--- src/rtl/mod_instruction_fetch.sv ---
// Instruction fetch stage: owns the program counter, drives the combinational
// instruction ROM and captures each fetched word into the IF/ID register.
// Handles stall, redirect with a single squashed slot, and a sticky halt at
// the end of program memory.
// Optional build macro: FETCH_PERF_COUNT_EN adds fetch_count / stall_count.
module mod_instruction_fetch #(
    parameter logic [29:0] RESET_PC = 30'd0
) (
    input  logic        clk,
    input  logic        rst_n,
    input  logic        stall,
    input  logic        redirect_valid,
    input  logic [29:0] redirect_target,
    output logic [29:0] rom_address,
    input  logic [31:0] rom_instruction,
    input  logic        rom_mem_end,
    output logic [31:0] if_instruction,
    output logic [29:0] if_pc,
    output logic [29:0] if_pc_plus1,
    output logic        if_valid,
    output logic        halted
`ifdef FETCH_PERF_COUNT_EN
    ,
    output logic [31:0] fetch_count,
    output logic [31:0] stall_count
`endif
);

    typedef enum logic {RUN, HALT} state_t;

    state_t      state;
    state_t      state_next;
    logic [29:0] pc;
    logic [29:0] pc_next;
    logic        valid_next;
    logic        load_if;
    logic        stall_run;

    // Word-address increment; wraps naturally modulo 2^30.
    function automatic logic [29:0] pc_inc(input logic [29:0] p);
        return p + 30'd1;
    endfunction

    assign rom_address = pc;
    assign if_pc_plus1 = pc_inc(if_pc);
    assign halted      = (state == HALT);

    // Next-state decode: redirect beats halt, halt beats stall, stall beats fetch.
    always_comb begin
        state_next = state;
        pc_next    = pc;
        valid_next = if_valid;
        load_if    = 1'b0;
        stall_run  = 1'b0;
        if (redirect_valid) begin
            pc_next    = redirect_target;
            valid_next = 1'b0;
            state_next = RUN;
        end else if (state == HALT) begin
            valid_next = 1'b0;
        end else if (stall) begin
            stall_run  = 1'b1;
        end else if (rom_mem_end) begin
            valid_next = 1'b0;
            state_next = HALT;
        end else begin
            load_if    = 1'b1;
            valid_next = 1'b1;
            pc_next    = pc_inc(pc);
        end
    end

    // PC, fetch state and IF/ID register update.
    always_ff @(posedge clk) begin
        if (!rst_n) begin
            state          <= RUN;
            pc             <= RESET_PC;
            if_valid       <= 1'b0;
            if_instruction <= 32'd0;
            if_pc          <= 30'd0;
        end else begin
            state    <= state_next;
            pc       <= pc_next;
            if_valid <= valid_next;
            if (load_if) begin
                if_instruction <= rom_instruction;
                if_pc          <= pc;
            end
        end
    end

`ifdef FETCH_PERF_COUNT_EN
    // Performance counters: valid IF/ID loads and stalled RUN cycles.
    always_ff @(posedge clk) begin
        if (!rst_n) begin
            fetch_count <= 32'd0;
            stall_count <= 32'd0;
        end else begin
            if (load_if)   fetch_count <= fetch_count + 32'd1;
            if (stall_run) stall_count <= stall_count + 32'd1;
        end
    end
`else
    // Counters not built; stall_run only feeds them.
    logic unused_stall_run;
    assign unused_stall_run = stall_run;
`endif

endmodule

--- config.mk ---
export PLATFORM = sky130hd
export DESIGN_NAME = mod_instruction_fetch
export DESIGN_NICKNAME = d
export VERILOG_FILES = /design/src/rtl/mod_instruction_fetch.sv
export SDC_FILE = /design/constraint.sdc
export NUM_CORES = 1
export LEC_CHECK = 0
export ABC_CLOCK_PERIOD_IN_PS = 2400
export CAP_MARGIN = 20
export CORE_ASPECT_RATIO = 2
export CORE_MARGIN = 8
export CORE_UTILIZATION = 43
export CTS_BUF_LIST = sky130_fd_sc_hd__clkbuf_8 sky130_fd_sc_hd__clkbuf_16
export CTS_CLUSTER_DIAMETER = 200
export CTS_CLUSTER_SIZE = 28
export DETAILED_ROUTE_END_ITERATION = 12
export PLACE_DENSITY = 0.8
export SYNTH_ARGS = -nofsm -noshare
export SYNTH_HDL_FRONTEND = slang
export SYNTH_SLANG_ARGS = --single-unit
--- constraint.sdc ---
create_clock -name clk -period 2.4 [get_ports clk]
set_input_delay 0.36 -clock clk [delete_from_list [all_inputs] [get_ports clk]]
set_output_delay 0.36 -clock clk [all_outputs]
set_load 0.03 [all_outputs]
# --- Word-level counts from Yosys, hierarchy flattened ---
# Index checks and enable logic that the tools add are counted.
word_totals:
  regBits: 94
  inputBits: 67
  wordCells: 25
  output_inout_bits: 124
classes:
  bitwise: 1
  n_mux: 11
  add_sub_neg: 2
  eq_ne: 3
  n_reduce_logical: 3
ops:
  columns: ["operator", "n"]
  rows:
  - ["30-bit two-way mux", 4]
  - ["30-bit by 1-bit adder with 30-bit output (second input constant)", 2]
  - ["1-bit two-way mux", 7]
  - ["2-bit inequality test (second input constant)", 2]
  - ["3-bit AND reduction", 1]
  - ["3-bit OR reduction", 1]
  - ["2-bit by 1-bit inequality test with 1-bit output (second input constant)", 1]
  - ["2-bit OR reduction", 1]
  - ["1-bit NOT", 1]

# --- Longest topological paths before layout ---
# Gate-level depths: netlist of the first run.
logic_depth:
  word_depth: 5
  mapped_depth: 6
  depth_no_buf: 5

# --- Least setup slack after synthesis of the first run ---
# Ideal clock, no wire load.
synth_timing:
  kind: "flip-flop to output port"
  from: "register if_pc[0]"
  to: "output if_pc_plus1[24]"
  path_slack_ps: -117
  n_path_buf: 0
  t_arrival_ps: 2157
  required_time_ps: 2040
  stages_incl_launch_ff: 6
  path_cell_list: "dfxtp_1 > ha_1 > nand3_1 > nor4_2 > nand4_1 > xnor2_1"
synth_via:
  elab_chain_cells: 1
synth_lines:
  columns: ["element", "line", "source"]
  rows:
  - ["from (decl)", "18", "output logic [29:0] if_pc,"]
  - ["from (signal assigned)", "87", "if_pc <= pc;"]
  - ["30-bit by 1-bit adder with 30-bit output", "41", "return p + 30'd1;"]
  - ["to (decl)", "19", "output logic [29:0] if_pc_plus1,"]
# Every way passes these cells.

# --- Worst setup path after layout of the first run ---
layout_timing:
  from: "register if_pc[4]"
  to: "output if_pc_plus1[17]"
# Same word-level chain as after synthesis.

==> out/qor.txt, run 1 <==
core area = 10340 um2
Pwr per Cell Area = 528.1 nW/um2
maximum VDD drop = 0.0003755 V
vias per std cell = 5.373
die width = 88.37 um
Required @ worst endpoint = 2040 ps
detailed-route via count = 4879
top cells by area, synth = dfxtp_1 (42%), nand2_1 (12%), a21oi_1 (8.2%), xnor2_1 (5.1%), nand4_1 (3.1%)
fin util = 68.44%
post-synth top area cell = dfxtp_1
critical path startpoint category = register
Yosys warnings = 0
crit path kind = reg2out
HPWL after DPL = 11.05 mm
row count = 53
Tmin final = 2292 ps
number of global-route vias before repair = 4622
I/O Buffers = 190
diodes inserted = 0
Num CTS Buffers = 9
Die H = 160.7 um
post-route ant nets = 0
Max Clk Rate = 436.4 MHz
placed insts = 891
Final period util = 95.48%
total clock sinks = 94
mean routed wirelength per cell = 16.14 um
Final Max Slew Viols = 0
final WL = 14.65 mm
Layout fillers = 889
clk slew on worst S/H paths = 70 ps
layout net count = 836
Final Hold Viols = 0
syn_nets = 642
clk root buf = clkbuf_16
Total GRT Usage = 20.14%
top cell type's share of synthesized area = 41.78%
Arr. time, crit path = 1930 ps
Rel. slew slack = 71.68%
H-tree depth = 3
first-pass GRT wire length = 23.07 mm
register area = 1898 um2
Multi-input gate area = 2577 um2
FFs w/ async S/R, synth = 0%
Post-CTS Hold Fix Bufs = 0
most common cell after layout, fill and taps aside = clkdlybuf4s50_1
sequential share of the synthesized area = 41.78%
Clock Latency Late Sink = 340 ps
CTS tree = done
effective utilization at floorplan = 43.54%
Syn Area/Cell = 7.861 um2
top_reg_cell synth = dfxtp_1
Clock Path Buffers = 2
number of flops mapped to enable cells by yosys = 0
Max Cap Viol = 0
Worst Tran Pin Value = 424.2 ps
area delta synth->final = 57.19%
GR Overflow Total = 0
largest net degree at the start of global routing = 63
post-synthesis cell count = 573
critical path fanouts, max = 8
status = finished, final reports clean
antenna violations before repair = 0
R2R Setup Slk = 460 ps
fin cells = 908
commonest non-fill, non-tap cells in the layout = clkdlybuf4s50_1 (165), nand2_1 (139), dfxtp_1 (85)
Leak = 2.599 nW
drt pass-1 iters = 5
Die ar. = 14200 um2
crit end category = primary output
I/O pin cnt = 191
count of final setup violators = 0
Yosys reg bits = 94
post-synthesis cell type count = 44
netlist area before placement = 4504 um2
Final Skew = 9.171 ps
DR DRC count = 0
Initial DRC Count = 281
gpl congestion = 0.9321
Hold Crit Class = reg2reg
share of cells above drive strength 1 = 13.62%
[final timing paths]
| check | start | to | depth (start not counted) |
|---|---|---|---|
| worst max register to register | rom_address[11]$_SDFFE_PN0P_ | rom_address[20]$_SDFFE_PN0P_ | 4 |
| worst min-delay path | if_instruction[27]$_SDFFE_PN0P_ | if_instruction[27]$_SDFFE_PN0P_ | 2 |
| worst max-delay path | if_pc[4]$_SDFFE_PN0P_ | if_pc_plus1[17] | 6 |
| worst min register to register | if_instruction[27]$_SDFFE_PN0P_ | if_instruction[27]$_SDFFE_PN0P_ | 2 |
[per-stage QoR]
stage / hold slack, ps / setup TNS (ps) / instance area, um2 / power, mW / setup WS [ps]
finish: 452.9 / 0 / 7081 / 3.739 / 108.4
global route: 467.3 / -37.29 / 7081 / 3.884 / -37.20
CTS: 455.8 / 0 / 7037 / 3.782 / 11.16
detailed placement: 445.7 / 0 / 6739 / 2.366 / 89.99
global placement: 440.6 / 0 / 6739 / 2.357 / 163.2
floorplan: 496.0 / 0 / 4602 / 2.035 / 20.88
[power by group]
group,switching [mW],total [mW],internal (mW)
Clock,0.601,1.41,0.809
Sequential,0.0873,1.71,1.62
Combinational,0.326,0.621,0.296
[cell usage after synthesis, drive strengths merged (6+ instances only)]
cell and number:
buf 6, nor2 20, nor3 14, xor2 13
and4 14, nand3 24, nand4 22, inv 7
a31oi 6, a21oi 74, nand2 140, a211oi 7
dfxtp 94, nor4 6, clkbuf 28, xnor2 26
o21ai 24, and3 8
[area by class of cell]
cell class / instances / area share [%]
multi-input cells: 437 / 36.40
repair buffers: 217 / 29.78
flip-flops and latches: 94 / 26.81
clock buffers: 9 / 3.181
well taps: 137 / 2.421
clock inverters: 6 / 0.9896
inverters: 8 / 0.4241
[worst max-delay path, cell delays in order (launching register included)]
cell and delay [ps]:
dfxtp_1 440, nand3_2 140, nor4_2 310, buf_4 220
nand4_1 150, xnor2_2 160, buf_4 170
[sequential cells by signal, summed over array words and instances (netlist names)]
name / count
halted: 1
rom_address: 30
if_instruction: 32
if_pc: 30
if_valid: 1
[cells by family (layout without fill, tap and decap cells)]
kind of cell | after synthesis | in the layout | synth area share (%)
XOR/XNOR | 39 | 39 | 7.583
buffers and inverters | 42 | 240 | 3.833
AND/OR/NAND/NOR | 271 | 271 | 30.47
multiplexers | 3 | 3 | 0.6667
flip-flops | 94 | 94 | 41.78
adder cells (fa/ha/maj) | 2 | 2 | 0.5555
AO/OA/AOI/OAI | 122 | 122 | 15.11
[repair_timing]
item	4_1_cts	5_1_grt
gates cloned	0	0
resized for setup	5	13
buffers inserted	0	2
setup endpoints to repair	8	17
pin swaps	0	4
endpoints found under the hold margin	0	0
[metal layers]
| layer | track usage (%) | routed length, um | vias to the layer above |
|---|---|---|---|
| met5 | 0 | 0 | - |
| met4 | 6.827 | 243 | 0 |
| met3 | 5.578 | 1255 | 17 |
| met2 | 32.44 | 7056 | 200 |
| met1 | 24.70 | 6100 | 2261 |
| li1 | - | - | 2401 |
Note: power is estimated with default switching activity, not from simulation.
==> inputs of run 2 (changes only) <==
CELL_PAD_IN_SITES_DETAIL_PLACEMENT = 1   (was unset)
CELL_PAD_IN_SITES_GLOBAL_PLACEMENT = 1   (was unset)
CORE_UTILIZATION = 30   (was 43)
MAX_ROUTING_LAYER = met4   (was unset)
PLACE_DENSITY = 0.79   (was 0.8)
==> out/qor.txt, run 2 (synthesis gave the netlist of run 1 again) <==
critical path fanouts, max = 4 (-4)
wl on met1 = 6.618 mm (+8.5%)
first-pass GRT wire length = 29.71 mm (+29%)
worst r2r dst = rom_address[29]$_SDFFE_PN0P_
diodes inserted = 0 (unchanged)
dpl ws = 69.39 ps (-20.61 ps)
met3 wire length = 630 um (-50%)
drt pass-1 iters = 4 (-1)
Final Cell Area = 7305 um2 (+3.2%)
Largest register FFs = 32 (unchanged)
critical path startpoint category = register
area delta synth->final = 62.17%
crit path kind = reg2out
CP startpoint = if_pc[0]$_SDFFE_PN0P_
highest routed layer = met4
I/O pin cnt = 191 (unchanged)
commonest non-fill, non-tap cells in the layout = clkdlybuf4s50_1 (166), nand2_1 (139), dfxtp_1 (80)
row count = 63 (+19%)
placed inst area = 6837 um2 (+1.4%)
Max Clk Rate = 432.9 MHz (-0.80%)
status = finished, final reports clean
detailed-route via count = 5088 (+4.3%)
number of global-route vias before repair = 5455 (+18%)
Final Max Slew Viols = 0 (unchanged)
layout net count = 854 (+2.2%)
Hold Crit Class = reg2reg
register area = 1914 um2 (+0.86%)
Final Hold Viols = 0 (unchanged)
Die H = 189.3 um (+18%)
worst hold path startpoint = if_instruction[2]$_SDFFE_PN0P_
RSZ-0062 raised after global routing = yes
die width = 102.6 um (+16%)
Num CTS Buffers = 9 (unchanged)
Rel. slew slack = 50.23% (-21 points)
core area = 14740 um2 (+42%)
share of cells above drive strength 1 = 16.33% (+2.7 points)
CTS tree = done
R2R Setup Slk = 410 ps (-50 ps)
Required @ worst endpoint = 2040 ps (about the same)
H-tree depth = 3 (unchanged)
Reg with most FFs = if_instruction
clk slew on worst S/H paths = 70 ps (about the same)
worst hold endpoint = if_instruction[2]$_SDFFE_PN0P_
total clock sinks = 94 (unchanged)
R2R Path Start = rom_address[14]$_SDFFE_PN0P_
Leak = 2.699 nW (+3.9%)
I/O Buffers = 190 (unchanged)
Arr. time, crit path = 1950 ps (+20 ps)
maximum VDD drop = 0.0004115 V (+9.6%)
crit end category = primary output
vias per std cell = 5.165 (-3.9%)
Pwr per Cell Area = 521.6 nW/um2 (-1.2%)
final WL = 19.23 mm (+31%)
largest net degree at the start of global routing = 63 (unchanged)
Multi-input gate area = 2609 um2 (+1.2%)
Worst Tran Pin Value = 740.3 ps (+316.1 ps)
GR Overflow Total = 0 (unchanged)
WHS Path Cells = 2 (unchanged)
Clock Latency Late Sink = 340 ps (about the same)
Total GRT Usage = 20.14% (about the same)
mean routed wirelength per cell = 19.52 um (+21%)
total chip power = 3.810 mW (+1.9%)
clk root buf = clkbuf_16
Die ar. = 19430 um2 (+37%)
Final period util = 96.25% (+0.77 points)
Reg2Reg Depth = 4 (unchanged)
most common cell after layout, fill and taps aside = clkdlybuf4s50_1
Final Skew = 12.72 ps (+3.553 ps)
Initial DRC Count = 128 (-54%)
Tmin final = 2310 ps (+18.53 ps)
DR DRC count = 0 (unchanged)
Clock Path Buffers = 2 (unchanged)
post-route ant nets = 0 (unchanged)
Layout fillers = 1770 (+99%)
effective utilization at floorplan = 30.56% (-13 points)
HPWL after DPL = 15.06 mm (+36%)
Worst Slack Setup Final = 89.89 ps (-18.53 ps)
met2 WL = 11.37 mm (+61%)
gpl congestion = 0.8877 (-4.8%)
Max Cap Viol = 0 (unchanged)
antenna violations before repair = 0 (unchanged)
count of final setup violators = 0 (unchanged)
[run 2: cell types whose count changed in the layout (fill, tap and decap cells not counted), moves of 2 or more]
cell	change
dfxtp_1	-5
buf_6	+4
buf_4	+18
dlygate4sd2_1	-2
buf_12	-4
dfxtp_4	+4
[run 2: where the power goes]
group	internal (mW)	total, mW	switching (mW)
clock network	0.810	1.44	0.633
registers	1.62	1.70	0.0868
logic	0.304	0.663	0.359
[run 2: worst max path at each step]
| stage | depth (start not counted) | to | slack (ps) |
|---|---|---|---|
| final | 5 | if_pc_plus1[7] | 90 |
| after global routing | 6 | if_pc_plus1[28] | -10 |
| after CTS | 8 | if_pc_plus1[28] | -30 |
| after detailed placement | 5 | rom_address[21]$_SDFFE_PN0P_ | 70 |
| after global placement | 5 | rom_address[21]$_SDFFE_PN0P_ | 80 |
| after floorplan | 5 | if_pc_plus1[24] | 20 |
[run 2: metal layers]
layer / vias up / GRT usage, %
met5: - / -
met3: 38 / 2.281
met4: 0 / 8.936
met1: 2494 / 18.45
met2: 127 / 39.22
li1: 2429 / -
[run 2: critical path, cell delays in order, from the launching register on]
cell and delay (ps):
dfxtp_4 370, nand4_1 160, buf_4 180, or2_2 330
xnor2_1 150, clkdlybuf4s15_1 410
[run 2: final cells by class]
type | instances | area share (%)
repair buffers | 235 | 30.27
inverters | 8 | 0.4111
clock buffers | 9 | 3.083
multi-input cells | 437 | 35.71
flip-flops and latches | 94 | 26.21
clock inverters | 7 | 0.9764
well taps | 195 | 3.340
[run 2: repair_timing]
| action | 4_1_cts | 5_1_grt |
|---|---|---|
| endpoints found under the setup margin | 20 | 10 |
| resized for setup | 21 | 14 |
| pin swaps | 4 | 10 |
| hold buffers | 0 | 0 |
| buffers inserted | 6 | 4 |
| endpoints found under the hold margin | 0 | 0 |
[run 2: metrics by stage]
stage               hold WS (ps)  setup TNS [ps]  std cells  util [%]
global placement           442.1               0        959     46.38
global route               474.6          -12.99        985     49.55
floorplan                  496.0               0        573         -
detailed placement         449.3               0        959     46.38
CTS                        458.8          -34.71        981     49.15
finish                     456.2               0        985     49.55
